## src/rtl/moesif_snoop_responder.sv

```systemverilog
// Snoop-side responder for a MOESIF cache: looks up a snooped line, streams it out when this
// cache owns the data, then downgrades/invalidates. Line codes: I=0 M=1 O=2 E=3 S=4 F=5.
module moesif_snoop_responder #(
  parameter int unsigned ADDRESS_WIDTH      = 32,
  parameter int unsigned DATA_WIDTH         = 32,
  parameter int unsigned TAG_WIDTH          = 16,
  parameter int unsigned INDEX_WIDTH        = 8,
  parameter int unsigned OFFSET_WIDTH       = 8,
  parameter int unsigned SET_ASSOCIATIVITY  = 4,
  parameter int unsigned NUMBER_OF_CACHES   = 8,
  parameter int unsigned CACHE_NUMBER_WIDTH = $clog2(NUMBER_OF_CACHES),
  parameter int unsigned CACHE_NUMBER       = 0
) (
  input  logic                          clock,
  input  logic                          reset,
  input  logic                          busRequest,
  input  logic [1:0]                    busCommand,
  input  logic [ADDRESS_WIDTH-1:0]      busAddress,
  input  logic [CACHE_NUMBER_WIDTH-1:0] busCacheNumber,
  output logic                          snoopHit,
  output logic [DATA_WIDTH-1:0]         snoopData,
  output logic                          snoopDataValid,
  input  logic                          snoopDataReady,
  output logic                          snoopDone,
  output logic                          arbiterRequest,
  input  logic                          arbiterGrant,
  output logic [TAG_WIDTH-1:0]          cacheTag,
  output logic [INDEX_WIDTH-1:0]        cacheIndex,
  output logic [OFFSET_WIDTH-1:0]       cacheOffset,
  input  logic                          cacheHit,
  input  logic [2:0]                    cacheState,
  input  logic [DATA_WIDTH-1:0]         cacheDataIn,
  output logic [2:0]                    cacheStateOut,
  output logic                          cacheStateWrite
);

  if (TAG_WIDTH + INDEX_WIDTH + OFFSET_WIDTH != ADDRESS_WIDTH) begin : g_bad_address_split
    $error("tag, index and offset widths must add up to the address width");
  end
  if (SET_ASSOCIATIVITY < 1 || CACHE_NUMBER >= NUMBER_OF_CACHES) begin : g_bad_geometry
    $error("invalid set associativity or own cache number");
  end

  localparam logic [2:0] LINE_I = 3'd0;
  localparam logic [2:0] LINE_M = 3'd1;
  localparam logic [2:0] LINE_O = 3'd2;
  localparam logic [2:0] LINE_E = 3'd3;
  localparam logic [2:0] LINE_S = 3'd4;
  localparam logic [2:0] LINE_F = 3'd5;

  localparam logic [1:0] CMD_READ       = 2'd1;
  localparam logic [1:0] CMD_INVALIDATE = 2'd2;

  localparam logic [OFFSET_WIDTH-1:0] LAST_OFFSET = '1;

  typedef enum logic [2:0] {
    ST_IDLE,
    ST_ARBITRATE,
    ST_LOOKUP,
    ST_SUPPLY,
    ST_UPDATE,
    ST_DONE
  } state_t;

  state_t                  state_q, state_n;
  logic                    inv_q, inv_n;
  logic [TAG_WIDTH-1:0]    tag_q, tag_n;
  logic [INDEX_WIDTH-1:0]  index_q, index_n;
  logic                    hit_q, hit_n;
  logic [2:0]              line_q, line_n;
  logic [OFFSET_WIDTH-1:0] offset_n;

  logic                    snoop_hit_n, valid_n, done_n, arb_n, write_n, drive_addr;
  logic [TAG_WIDTH-1:0]    cache_tag_n;
  logic [INDEX_WIDTH-1:0]  cache_index_n;
  logic [2:0]              state_out_n;
  logic                    lookup_hit;
  logic                    unused_offset_bits;

  // The bus offset is ignored: a supplied line always streams from word 0.
  assign unused_offset_bits = ^busAddress[OFFSET_WIDTH-1:0];
  assign lookup_hit         = cacheHit && (cacheState != LINE_I);

  // Word data comes straight from the cache read port so it stays aligned with cacheOffset.
  assign snoopData = snoopDataValid ? cacheDataIn : '0;

  function automatic logic [2:0] line_after(input logic inv, input logic [2:0] cur);
    logic [2:0] nxt;
    nxt = cur;
    if (inv) begin
      nxt = LINE_I;
    end else begin
      case (cur)
        LINE_M, LINE_O: nxt = LINE_O;
        LINE_E, LINE_F: nxt = LINE_S;
        default:        nxt = cur;
      endcase
    end
    return nxt;
  endfunction

  // Only the data-carrying states answer with the line; a shared copy stays silent.
  function automatic logic must_supply(input logic [2:0] cur);
    return (cur == LINE_M) || (cur == LINE_O) || (cur == LINE_E) || (cur == LINE_F);
  endfunction

  // Next-state and next-output logic.
  always_comb begin
    state_n  = state_q;
    inv_n    = inv_q;
    tag_n    = tag_q;
    index_n  = index_q;
    hit_n    = hit_q;
    line_n   = line_q;
    offset_n = cacheOffset;

    case (state_q)
      ST_IDLE: begin
        if (busRequest) begin
          hit_n = 1'b0;
          if ((busCacheNumber == CACHE_NUMBER_WIDTH'(CACHE_NUMBER)) ||
              !((busCommand == CMD_READ) || (busCommand == CMD_INVALIDATE))) begin
            state_n = ST_DONE;
          end else begin
            state_n = ST_ARBITRATE;
            inv_n   = (busCommand == CMD_INVALIDATE);
            tag_n   = busAddress[ADDRESS_WIDTH-1 -: TAG_WIDTH];
            index_n = busAddress[OFFSET_WIDTH +: INDEX_WIDTH];
          end
        end
      end
      ST_ARBITRATE: begin
        if (arbiterGrant) state_n = ST_LOOKUP;
      end
      ST_LOOKUP: begin
        hit_n  = lookup_hit;
        line_n = cacheState;
        if (!lookup_hit) begin
          state_n = ST_DONE;
        end else if (must_supply(cacheState)) begin
          state_n = ST_SUPPLY;
        end else if (line_after(inv_q, cacheState) != cacheState) begin
          state_n = ST_UPDATE;
        end else begin
          state_n = ST_DONE;
        end
      end
      ST_SUPPLY: begin
        if (snoopDataValid && snoopDataReady) begin
          if (cacheOffset == LAST_OFFSET) begin
            state_n = (line_after(inv_q, line_q) != line_q) ? ST_UPDATE : ST_DONE;
          end else begin
            offset_n = cacheOffset + OFFSET_WIDTH'(1);
          end
        end
      end
      ST_UPDATE: state_n = ST_DONE;
      ST_DONE:   state_n = ST_IDLE;
      default:   state_n = ST_IDLE;
    endcase

    if (state_n != ST_SUPPLY) offset_n = '0;

    drive_addr    = (state_n == ST_LOOKUP) || (state_n == ST_SUPPLY) || (state_n == ST_UPDATE);
    cache_tag_n   = drive_addr ? tag_n : '0;
    cache_index_n = drive_addr ? index_n : '0;
    valid_n       = (state_n == ST_SUPPLY);
    done_n        = (state_n == ST_DONE);
    snoop_hit_n   = done_n && hit_n;
    write_n       = (state_n == ST_UPDATE);
    state_out_n   = write_n ? line_after(inv_n, line_n) : LINE_I;
    // Request is held through DONE, but never raised on the local short-circuit path.
    arb_n         = (state_n == ST_ARBITRATE) || drive_addr || (done_n && arbiterRequest);
  end

  // State and registered outputs.
  always_ff @(posedge clock) begin
    if (reset) begin
      state_q         <= ST_IDLE;
      inv_q           <= 1'b0;
      tag_q           <= '0;
      index_q         <= '0;
      hit_q           <= 1'b0;
      line_q          <= LINE_I;
      snoopHit        <= 1'b0;
      snoopDataValid  <= 1'b0;
      snoopDone       <= 1'b0;
      arbiterRequest  <= 1'b0;
      cacheTag        <= '0;
      cacheIndex      <= '0;
      cacheOffset     <= '0;
      cacheStateOut   <= LINE_I;
      cacheStateWrite <= 1'b0;
    end else begin
      state_q         <= state_n;
      inv_q           <= inv_n;
      tag_q           <= tag_n;
      index_q         <= index_n;
      hit_q           <= hit_n;
      line_q          <= line_n;
      snoopHit        <= snoop_hit_n;
      snoopDataValid  <= valid_n;
      snoopDone       <= done_n;
      arbiterRequest  <= arb_n;
      cacheTag        <= cache_tag_n;
      cacheIndex      <= cache_index_n;
      cacheOffset     <= offset_n;
      cacheStateOut   <= state_out_n;
      cacheStateWrite <= write_n;
    end
  end

endmodule

```

## config.mk

```make
export PLATFORM = sky130hd
export DESIGN_NAME = moesif_snoop_responder
export DESIGN_NICKNAME = d
export VERILOG_FILES = /design/src/rtl/moesif_snoop_responder.sv
export SDC_FILE = /design/constraint.sdc
export NUM_CORES = 1
export LEC_CHECK = 0
export ABC_CLOCK_PERIOD_IN_PS = 3100
export CELL_PAD_IN_SITES_DETAIL_PLACEMENT = 1
export CELL_PAD_IN_SITES_GLOBAL_PLACEMENT = 2
export CORE_MARGIN = 2
export CORE_UTILIZATION = 25
export CTS_CLUSTER_SIZE = 30
export DETAILED_ROUTE_END_ITERATION = 6
export PLACE_DENSITY_LB_ADDON = 0.1
export SYNTH_ARGS = -nofsm -noshare
export SYNTH_HDL_FRONTEND = slang
export SYNTH_SLANG_ARGS = --single-unit
```

## constraint.sdc

```tcl
create_clock -name clock -period 3.1 [get_ports clock]
set_clock_uncertainty 0.05 [all_clocks]
set_input_delay 0.465 -clock clock [delete_from_list [all_inputs] [get_ports clock]]
set_output_delay 0.465 -clock clock [all_outputs]
set_load 0.01 [all_outputs]
```

==> results of run 1 <==
cell type report:
| type | count | area [um^2] |
|---|---|---|
| multi-input cells | 205 | 1488 |
| inverters | 6 | 22.52 |
| repair buffers | 151 | 1494 |
| flip-flops and latches | 72 | 1441 |
| clock buffers | 11 | 252.7 |
| well taps | 147 | 183.9 |
| clock inverters | 5 | 40.04 |
| fillers | 1312 | 6989 |
synthesized netlist by cell type, drive strengths merged (3+ instances only):
| cell type | number | area share |
|---|---|---|
| mux2i | 24 | 0.080 |
| nand4 | 3 | 0.0062 |
| nand3 | 3 | 0.0050 |
| a21oi | 6 | 0.0099 |
| nor2 | 37 | 0.063 |
| xnor2 | 6 | 0.017 |
| nor3 | 6 | 0.014 |
| inv | 6 | 0.0075 |
| xor2 | 3 | 0.0087 |
| clkbuf | 7 | 0.0087 |
| o21ai | 3 | 0.0062 |
| buf | 8 | 0.017 |
| nand2 | 17 | 0.021 |
| and2 | 35 | 0.072 |
| dfxtp | 72 | 0.48 |
| o21a | 3 | 0.0075 |
| nor2b | 4 | 0.0083 |
| a21boi | 25 | 0.087 |
per-layer routing:
metal | up-vias | track usage
li1 | 1304 | -
met1 | 1220 | 0.1690
met2 | 48 | 0.2459
met3 | 9 | 0.05367
met4 | 0 | 0.04634
met5 | - | 0
critical path, cell delays in order:
cell             delay (ns)
clkdlybuf4s50_1        0.41
nor2b_1                0.16
or4b_1                 0.56
a31oi_2                0.41
o2111ai_1              0.27
a2111oi_1              0.34
stage by stage:
| step | area, um^2 | power [mW] | cells |
|---|---|---|---|
| after global placement | 4629 | 1.426 | 581 |
| after CTS | 4922 | 2.454 | 597 |
| after global routing | 4922 | 2.533 | 597 |
| final | 4922 | 2.401 | 597 |
| after detailed placement | 4629 | 1.431 | 581 |
| after floorplan | 3020 | 1.224 | 298 |
registers in the layout (all words and copies together), names as in the netlist:
| name | flops |
|---|---|
| arbiterRequest | 1 |
| cacheIndex | 8 |
| cacheOffset | 8 |
| cacheStateOut | 3 |
| cacheStateWrite | 1 |
| cacheTag | 16 |
| hit_q | 1 |
| index_q | 8 |
| inv_q | 1 |
| line_q | 3 |
| snoopDataValid | 1 |
| snoopDone | 1 |
| snoopHit | 1 |
| state_q | 3 |
| tag_q | 16 |
cells by family (layout without fill, tap and decap cells):
group / after synthesis / after routing
flip-flops: 72 / 72
multiplexers: 25 / 25
AND/OR/NAND/NOR: 116 / 116
buffers and inverters: 21 / 173
XOR/XNOR: 9 / 9
AO/OA/AOI/OAI: 52 / 52
adder cells (fa/ha/maj): 2 / 2
other: 1 / 1
report_power, final:
part / internal [mW] / switching [mW]
sequential: 0.970 / 0.0225
combinational: 0.211 / 0.199
clock: 0.591 / 0.407
total: 1.77 / 0.629
path summary, 6_finish.rpt:
kind / start / to / slack [ns] / cells after the start
max: cacheState[0] / cacheStateOut[1] / 0.64 / 6
min: hit_q / hit_q / 0.44 / 2
max reg2reg: cacheOffset[0] / arbiterRequest / 0.75 / 7
min reg2reg: hit_q / hit_q / 0.44 / 2
==> impl_results.md, run 1 <==
- Status: finished, final reports clean
- Kind of critical path: in -> reg
- Worst setup margin: 0.6424 ns
- Fin crit period: approximately 2.5 ns
- CTS root buf: clkbuf_16
- Hold Buf Count CTS: 0
- Post-synthesis adder-cell area fraction: 0.008285
- Crit path capture type: flip-flop
- # nets final: around 530
- Deepest clock path buffer count: 2
- VDD IR max: just under 0.0003 V
- Leakage: roughly 1.7 nW
- Die ar.: roughly 13000 um^2
- Fin util: 0.4132
- First-pass GRT wire length: approximately 14000 um
- Site Rows: 40
- Worst-Skew Late Latency: 0.33 ns
- GRT Total Usage: 0.1445
- Initial core utilization: 0.2536
- CTS Buf Count: 9
- Post-synthesis mux area share: 0.08326
- Gr ovfl total: 0
- Post-synthesis simple-gate area fraction: 0.2183
- Iter 0 DRT Violations: 53
- Hold Crit Class: reg -> reg
- MaxCap Viol Count: 0
- RePlAce Congestion: around 0.76
- Worst-Margin Slew: about 0.52 ns
- CTS clk-pin slew, worst paths: ~0.060 ns
- Met2 wire len: about 4500 um
- Wire length on met1: roughly 3800 um
- CTS tree: yes
- Final wirelength: 8897 um
- F_max: a little over 0.4 GHz
- Highest routed layer: met4
- Detailed placer's ending HPWL: 6519 um
- # diodes: 0
- Relative slew slack: 0.6530
- Final setup viols: 0
- Syn avg cell area: between 10 and 15 um^2
- Yosys warning count: 0
- Final worst-path cycle share: 0.7928
- Cells after Synth: a little under 300
- Area delta synth->final: 62.97%
- Largest family of logic cells by synthesized area: simple AND/OR/NAND/NOR gates
- Crit path launch type: primary input
- Post-synth net total: roughly 380
- Sequential area share after synthesis: 0.4772
- Drt first pass iters: 4
- EDFF count, synth: 0
- Port bufs: about 140
- Async set-reset flop share out of synthesis: 0
- ANT nets after route: 0
- Vias/cell: about 4.3
- DIE HEIGHT: around 110 um
- H-tree levels: 3
- Post-CTS setup buffers: 0
- Flops & latches, synth: slightly above 70
- Number of global-route vias before repair: roughly 2700
- Drt wl/cell: around 15 um
- CTS resizes: 0
- I/O Pins: 150
- Synth cell types: between 50 and 60
- Pins Over Slew Limit: 0
- WP data arrival: roughly 2.6 ns
- Worst slack, placed: 0.3055 ns
- Met3 wire length: about 510 um
- Area fraction in compound gates after synthesis: 0.1529
- DRC: 0
- Core Region: ~12000 um^2
- Crit path max fanout: 5
- Fin Setup TNS: 0 ns
- Post-synth top flop: dfxtp_1
- Initial antenna violation count: 0
- Hold Violations, Final: 0
- CTS Sinks: between 70 and 80
- Mapped Area: a little over 3000 um^2
- Final hold slack: roughly 0.44 ns
- Pwr/cell area: between 400 and 500 nW/um^2
- Pin count of the biggest net entering global routing: 36
- Via Count: between 2000 and 3000
- Most common cell after layout, fill and taps aside: clkdlybuf4s50_1
- Most frequent cells in the layout: clkdlybuf4s50_1, dfxtp_1, and2_1
- RSZ-0062 raised after global routing: false
- CP required: between 3 and 4 ns
- Post-Synth XOR/XNOR Area: 0.02610
- Layout cells sized above 1: 0.1600
- Chip width: around 110 um
(Power assumes the default switching activity.)
==> run 2, diff against run 1 <==
ABC_CLOCK_PERIOD_IN_PS = 2400   (was 3100)
CORE_UTILIZATION = 23   (was 25)
clock period = 2.4 ns   (was 3.1 ns; I/O delays follow)
==> impl_results.md, run 2 (same netlist as run 1, synthesis figures left out) <==
- Initial core utilization: 0.2374
- Fillers: 1467
- WP data arrival: about 2.4 ns
- Core Region: ~13000 um^2
- Sequential Power Share: 0.404
- Crit-path cells: ha_1 > nand3_1 > or2_1 > o21ai_1 > o21a_1 > buf_4 > a21boi_1
- RSZ-0062 raised after global routing: false
- Pin count of the biggest net entering global routing: 36
- Hold EP: state_q[1]
- Internal power: 2.376 mW
- First-pass GRT wire length: roughly 15000 um
- Combinational group share of total power: 0.187
- DIE HEIGHT: approximately 120 um
- CP required: approximately 2.6 ns
- Number of global-route vias before repair: 2797
- Gr ovfl total: 0
- Port bufs: 141
- Fin util: 0.3997
- Fin crit period: about 2.2 ns
- Wire length on met1: around 4000 um
- FF-to-FF End: cacheIndex[3]
- Most frequent cells in the layout: clkdlybuf4s50_1, dfxtp_1, and2_1
- CTS tree: yes
- RePlAce Congestion: 0.7481
- ANT nets after route: 0
- Vias/cell: around 4.2
- Detailed placer's ending HPWL: ~7000 um
- CTS clk-pin slew, worst paths: roughly 0.060 ns
- Hold Crit Start: reset
- Total Power: 3.184 mW
- Highest routed layer: met4
- Die ar.: between 10000 and 15000 um^2
- CTS resizes: 0
- Switching share of power: 0.2538
- Pwr/cell area: roughly 630 nW/um^2
- Worst-Skew Late Latency: 0.34 ns
- Site Rows: 41
- Leakage: about 1.8 nW
- Hold Violations, Final: 0
- MaxCap Viol Count: 0
- Sw power: around 810 uW
- CTS root buf: clkbuf_16
- Layout cells sized above 1: 0.1814
- Worst reg2reg setup slack: between 0.2 and 0.25 ns
- Via Count: 2639
- Drt first pass iters: 4
- R2R cell count: 7
- CTS Sinks: between 70 and 80
- Hold Crit Class: in -> reg
- Met3 wire length: 477 um
- Worst slack, placed: -0.05871 ns
- F_max: ~0.46 GHz
- # nets final: 538
- VDD IR max: roughly 0.00047 V
- Met2 wire len: between 4000 and 5000 um
- Final worst-path cycle share: 0.9074
- Drt wl/cell: 14.47 um
- Hold path cells: 2
- Most common cell after layout, fill and taps aside: clkdlybuf4s50_1
- Area delta synth->final: 68.35%
- Worst setup margin: 0.2222 ns
- Final setup viols: 0
- Crit path capture type: flip-flop
- Largest regs: cacheTag: 16 flops, tag_q: 16 flops
- Slowest-stage cell, CP: dfxtp_1
- Clock Power Share: 0.410
- Post-CTS setup buffers: 0
- Kind of critical path: reg -> reg
- Hold Buf Count CTS: 0
- H-tree levels: 3
- Crit path launch type: flip-flop
- CTS Buf Count: 9
- Chip width: between 100 and 150 um
- Origin of the critical flop-to-flop path: cacheOffset[0]
- Crit path max fanout: 9
- Deepest clock path buffer count: 2
- # diodes: 0
- Initial antenna violation count: 0
- Iter 0 DRT Violations: 102
- Status: finished, final reports clean
- Worst path max stage delay: approximately 0.39 ns
- Pins Over Slew Limit: 0
- GRT Total Usage: 0.1373
- Final wirelength: roughly 9200 um
- I/O Pins: 150
- DRC: 0
run 2: per-layer routing:
layer / GRT usage / up-vias
met3: 0.05116 / 8
li1: - / 1334
met4: 0.04018 / 0
met1: 0.1599 / 1238
met5: 0 / -
met2: 0.2342 / 59
run 2: worst max-delay path by stage:
| stage | from | endpoint | slack, ns | cells after the start |
|---|---|---|---|---|
| after floorplan | cacheOffset[0] | cacheIndex[3] | 0.34 | 7 |
| after global placement | cacheState[0] | snoopHit | -0.07 | 8 |
| after detailed placement | cacheState[0] | snoopHit | -0.06 | 8 |
| after CTS | cacheOffset[0] | cacheIndex[3] | 0.17 | 7 |
| after global routing | cacheOffset[0] | cacheStateOut[1] | 0.003 | 6 |
| final | cacheOffset[0] | cacheIndex[3] | 0.22 | 7 |
run 2: cell type report:
type	count	area, um^2	share of cell area
Tap cell	172	215.2	0.04232
Sequential cell	72	1441	0.2835
Timing Repair Buffer	164	1629	0.3204
Multi-Input combinational cell	205	1488	0.2926
Inverter	6	22.52	0.004429
Clock buffer	10	229.0	0.04503
Clock inverter	6	60.06	0.01181
run 2: through the flow:
| stage | instance area, um^2 | hold slack [ns] | instances | setup TNS [ns] |
|---|---|---|---|---|
| floorplan | 3020 | 0.3959 | 298 | 0 |
| global placement | 4796 | 0.4214 | 619 | -0.7244 |
| detailed placement | 4796 | 0.4334 | 619 | -0.9759 |
| CTS | 5085 | 0.3132 | 635 | 0 |
| global route | 5085 | 0.3539 | 635 | 0 |
| finish | 5085 | 0.3277 | 635 | 0 |
run 2: critical path, delay by kind of cell, from the launching register on:
| kind | cells | cell delay (ns) |
|---|---|---|
| compound gates | 3 | 0.71 |
| flops | 1 | 0.39 |
| simple gates | 2 | 0.39 |
| fa+ha+maj | 1 | 0.25 |
| buf+inv | 1 | 0.24 |
run 2: power groups by stage:
| stage | clock, mW | combinational (mW) | sequential (mW) |
|---|---|---|---|
| 6_report | 1.30 | 0.594 | 1.29 |
| 5_1_grt | 1.41 | 0.649 | 1.29 |
| 4_1_cts | 1.35 | 0.604 | 1.29 |
| 3_5_place_dp | 0 | 0.600 | 1.31 |
| 3_3_place_gp | 0 | 0.593 | 1.31 |
| 2_1_floorplan | 0 | 0.268 | 1.31 |
==> run 3, diff against run 2 <==
CORE_MARGIN = default   (was 2)
==> impl_results.md, run 3 (same netlist as run 1, synthesis figures left out) <==
- Status: finished, final reports clean
- CTS Buf Count: 9
- VDD IR max: ~0.00038 V
- I/O Pins: 150
- Iter 0 DRT Violations: 74
- Layout cells sized above 1: 0.1739
- Initial antenna violation count: 0
- Kind of critical path: in -> reg
- Worst setup margin: ~0.27 ns
- Pin count of the biggest net entering global routing: 35
- Number of global-route vias before repair: roughly 2800
- Dpl cells: ~600
- Drt wl/cell: 14.38 um
- Largest regs: cacheTag: 16 flops, tag_q: 16 flops
- Deepest clock path buffer count: 2
- Most frequent cells in the layout: clkdlybuf4s50_1, dfxtp_1, and2_1
- Final setup viols: 0
- CTS tree: yes
- RePlAce Congestion: around 0.7
- Worst-Skew Late Latency: between 0.3 and 0.4 ns
- CP required: 2.57 ns
- Detailed placer's ending HPWL: 6728 um
- Final wirelength: 9090 um
- Layout Cells excl Fill: roughly 630
- H-tree levels: 3
- GRT Total Usage: 0.1440
- Pwr/cell area: ~630 nW/um^2
- Port bufs: about 140
- CTS root buf: clkbuf_16
- Pins Over Slew Limit: 0
- # diodes: 0
- Chip width: 116.6 um
- F_max: roughly 0.47 GHz
- Final hold slack: approximately 0.35 ns
- Hold Violations, Final: 0
- Crit path launch type: primary input
- Fin util: 0.3982
- DRC: 0
- ANT nets after route: 0
- Drt first pass iters: 4
- DIE HEIGHT: about 120 um
- First-pass GRT wire length: 14460 um
- Via Count: ~2600
- WP data arrival: between 2 and 2.5 ns
- Site Rows: 41
- Fin Setup TNS: 0 ns
- Gr ovfl total: 0
- Core Region: around 13000 um^2
- Fin crit period: 2.131 ns
- Area delta synth->final: 67.73%
- # nets final: 535
- Most common cell after layout, fill and taps aside: clkdlybuf4s50_1
- Crit path max fanout: 3
- RSZ-0062 raised after global routing: false
- Die ar.: 13590 um^2
- Initial core utilization: 0.2374
- MaxCap Viol Count: 0
- CTS clk-pin slew, worst paths: about 0.050 ns
- Worst slack, placed: -0.04423 ns
- Vias/cell: roughly 4.2
- Final worst-path cycle share: 0.8877
- Leakage: 1.795 nW
- Crit path capture type: flip-flop
- Hold Crit Class: in -> reg
- CTS Sinks: ~70
## run 3: changes by cell type in the layout (fill, tap and decap cells not counted)
cell and change:
buf_12 -1, buf_4 -2, clkbuf_1 +2, clkbuf_8 +2, clkinv_2 -3, clkinvlp_4 -1
o21ai_1 -1, o21ai_2 +1
## run 3: critical path, cell delays in order
cell             delay [ns]
clkdlybuf4s50_1        0.42
nor2b_1                0.15
or4b_1                 0.58
a31oi_2                0.24
o2111ai_1              0.23
a2111oi_1              0.31
## run 3: repair_timing
| action | 4_1_cts | 5_1_grt |
|---|---|---|
| resized for setup | 0 | 1 |
| setup endpoints to repair | 0 | 1 |
| hold buffers | 0 | 0 |
| setup buffers | 0 | 0 |
## run 3: worst paths after layout
kind                        from          endpoint  slack (ns)  depth (start not counted)
hold reg to reg            hit_q             hit_q        0.42                          2
hold / removal             reset        state_q[2]        0.35                          2
setup / recovery   cacheState[0]  cacheStateOut[1]        0.27                          6
setup reg to reg  cacheOffset[0]     cacheIndex[2]        0.30                          7
## run 3: power by group
part / switching (mW) / internal [mW]
Clock: 0.494 / 0.862
Sequential: 0.0301 / 1.25
Combinational: 0.264 / 0.308
Total: 0.789 / 2.42
## run 3: final cells by class
| type | instances | area [um^2] |
|---|---|---|
| fill | 1464 | 7656 |
| timing repair buffer | 161 | 1594 |
| clock buffer | 14 | 264.0 |
| clock inverter | 2 | 37.54 |
| inverter | 6 | 22.52 |
| tap | 172 | 215.2 |
| sequential | 72 | 1441 |
| multi-input combinational | 205 | 1491 |
## run 3: stage by stage
step	power [mW]	area, um^2
finish	3.213	5066
floorplan	1.581	3020
global placement	1.886	4761
CTS	3.285	5062
detailed placement	1.894	4761
global route	3.380	5066
## run 3: per-layer routing
metal  share of wire  vias up  global-route usage
li1                -     1332                   -
met1            0.43     1243              0.1593
met2            0.51       58              0.2529
met3           0.052       11             0.05449
met4           0.015        0             0.04895
met5               0        -                   0
==> variant: new RTL, flow settings as in run 3 <==
Put one more register stage on the output `arbiterRequest`, with the module's reset. The value now appears one clock later. The other outputs are not delayed to match.
--- a/src/rtl/moesif_snoop_responder.sv
+++ b/src/rtl/moesif_snoop_responder.sv
@@ -34,6 +34,8 @@
   output logic                          cacheStateWrite
 );
 
+  logic arbiterRequest_s0;
+
   if (TAG_WIDTH + INDEX_WIDTH + OFFSET_WIDTH != ADDRESS_WIDTH) begin : g_bad_address_split
     $error("tag, index and offset widths must add up to the address width");
   end
@@ -170,7 +172,7 @@
     write_n       = (state_n == ST_UPDATE);
     state_out_n   = write_n ? line_after(inv_n, line_n) : LINE_I;
     // Request is held through DONE, but never raised on the local short-circuit path.
-    arb_n         = (state_n == ST_ARBITRATE) || drive_addr || (done_n && arbiterRequest);
+    arb_n         = (state_n == ST_ARBITRATE) || drive_addr || (done_n && arbiterRequest_s0);
   end
 
   // State and registered outputs.
@@ -185,7 +187,7 @@
       snoopHit        <= 1'b0;
       snoopDataValid  <= 1'b0;
       snoopDone       <= 1'b0;
-      arbiterRequest  <= 1'b0;
+      arbiterRequest_s0 <= 1'b0;
       cacheTag        <= '0;
       cacheIndex      <= '0;
       cacheOffset     <= '0;
@@ -201,7 +203,7 @@
       snoopHit        <= snoop_hit_n;
       snoopDataValid  <= valid_n;
       snoopDone       <= done_n;
-      arbiterRequest  <= arb_n;
+      arbiterRequest_s0 <= arb_n;
       cacheTag        <= cache_tag_n;
       cacheIndex      <= cache_index_n;
       cacheOffset     <= offset_n;
@@ -210,5 +212,13 @@
     end
   end
 
+  always_ff @(posedge clock) begin
+    if (reset) begin
+      arbiterRequest <= '0;
+    end else begin
+      arbiterRequest <= arbiterRequest_s0;
+    end
+  end
+
 endmodule
 
Formal check against the unedited RTL: not equivalent (a bounded check fails within 4 cycles, from zero or initial values and one cycle with reset high).
==> variant against run 3 <==
Worst setup slack improved by 0.015 ns. Design area down 1.6%. Hold slack got worse by 0.019 ns. Sequential cell count grew 1. Synthesized area decreased by 0.75%. Critical endpoint is now snoopData[14]. Count of clock-buffer cells in the layout is 4 lower. Routed wire length is 7.0% lower. Power is 8.0% higher.
==> variant: results (changes against run 3) <==
[status]
status = finished clean  ; unchanged

[critical_path]
crit_slowest_cell = clkdlybuf4s50_1  ; was or4b_1
ff2ff_path_depth = 6  ; was 7
r2r_end = cacheOffset[4]  ; was cacheIndex[2]
cp.arrival_ns = 1.71  ; was 2.30 ns
cp-endpoint = snoopData[14]  ; was cacheStateOut[1]
cp_max_fo = 33  ; was 3
startpoint = snoopDataValid  ; was cacheState[0]

[finish]
area_delta_synth_final_pct = 66.3  ; was 67.7%
instances_no_fill = 622  ; was 632
seq_area_share_pct = 29.3  ; was 28.5%
nonClkBufAreaFrac_pct = 31.0  ; was 31.5%
nNetsFinal = 525  ; was 535
multi_input_area_share_pct = 28.4  ; was 29.4%
nNonClkInverters = 5  ; was 6
num-fill-cells = 1451  ; was 1,464
buffers_excl_clock = 156  ; was 161
final_layout_size_suffix_gt1_share_pct = 14.0  ; was 17.4%
clock_buffer_count = 10  ; was 14
seqCellArea_sq_um = 1460  ; was 1440 sq um
clock_area_share_pct = 6.60  ; was 5.95%

[timing]
worst_pin_slew_ns = 0.722
fmax_mhz = 473  ; was 469 MHz
hold_ws_ns = 0.336  ; was 0.355 ns

[placement]
dp.final_hpwl_microns = 6390  ; was 6730 microns
dp_cells = 606  ; was 616
place_area_sq_um = 4660  ; was 4760 sq um
place_ws_ns = -0.00232  ; was -0.0442 ns

[global_route]
track_usage_pct = 12.5  ; was 14.4%
grt_pass1_vias = 2524  ; was 2,796
grt_max_degree = 34  ; was 35
grt_pass1_wl_microns = 12700  ; was 14,500 microns
grt_antenna_before_repair = 0  ; unchanged

[detailed_routing]
via_count = 2616  ; was 2,644
wl_per_cell_microns = 13.6  ; was 14.4 microns

[yosys]
synth.top_cells.by_count = dfxtp_1 (73), nor2_1 (42), and2_1 (34)  ; was dfxtp_1 (72), and2_1 (34), mux2i_1 (24)
syn_nets = 374  ; was 378
yosys.cell_types.count = 46  ; was 51
synth_area_per_cell_sq_um = 10.2  ; was 10.1 sq um
synth_xor_area_share_pct = 2.05  ; was 2.61%
yosys.area_share.adder_pct = 0.835  ; was 0.829%
yosysSeqAreaShare_pct = 48.7  ; was 47.7%
synth_area_leaders = dfxtp_1 (49%), mux2i_1 (9.7%), nor3_2 (7.3%), and2_1 (7.1%), nor2_1 (5.3%)  ; was dfxtp_1 (48%), mux2i_1 (8.0%), a21boi_2 (7.5%), and2_1 (7.0%), nor2_2 (4.1%)
synthArstFlopShare_pct = 0  ; unchanged

[hold_path]
hold_start = reset  ; unchanged
hold_end = state_q[1]  ; was state_q[2]

[power]
vdd_drop_max_v = 0.000392  ; was 0.000384 V

[cts]
clock_sinks = 73  ; was 72

==> variant: cell types whose count changed after synthesis, moves of 5 or more <==
cell	change
nor3_2	+22
nand2_1	-10
nor2_1	+25
o21ai_0	+5
mux2i_1	+5
nor2_2	-20
a21boi_2	-20
==> variant: layer usage <==
metal / wire, microns / vias to the layer above / part of all wire, % / GRT usage [%]
li1: - / 1295 / - / -
met1: 3660 / 1205 / 43 / 14.9
met2: 3780 / 110 / 45 / 20.5
met3: 912 / 6 / 11 / 5.09
met4: 97 / 0 / 1.1 / 4.36
met5: 0 / - / 0 / 0
==> variant: critical path: cells and delay by family (launching register included) <==
| kind | cells | cell delay (ns) |
|---|---|---|
| DFF | 1 | 0.38 |
| buffers and inverters | 2 | 0.81 |
| and+or+nand+nor | 1 | 0.18 |
==> variant: power by group <==
part	total, mW	switching (mW)	leakage, nW	internal [mW]
registers	1.33	0.0410	0.592	1.29
clock network	1.46	0.519	0.159	0.942
logic	0.679	0.336	1.03	0.343
total	3.47	0.897	1.78	2.57
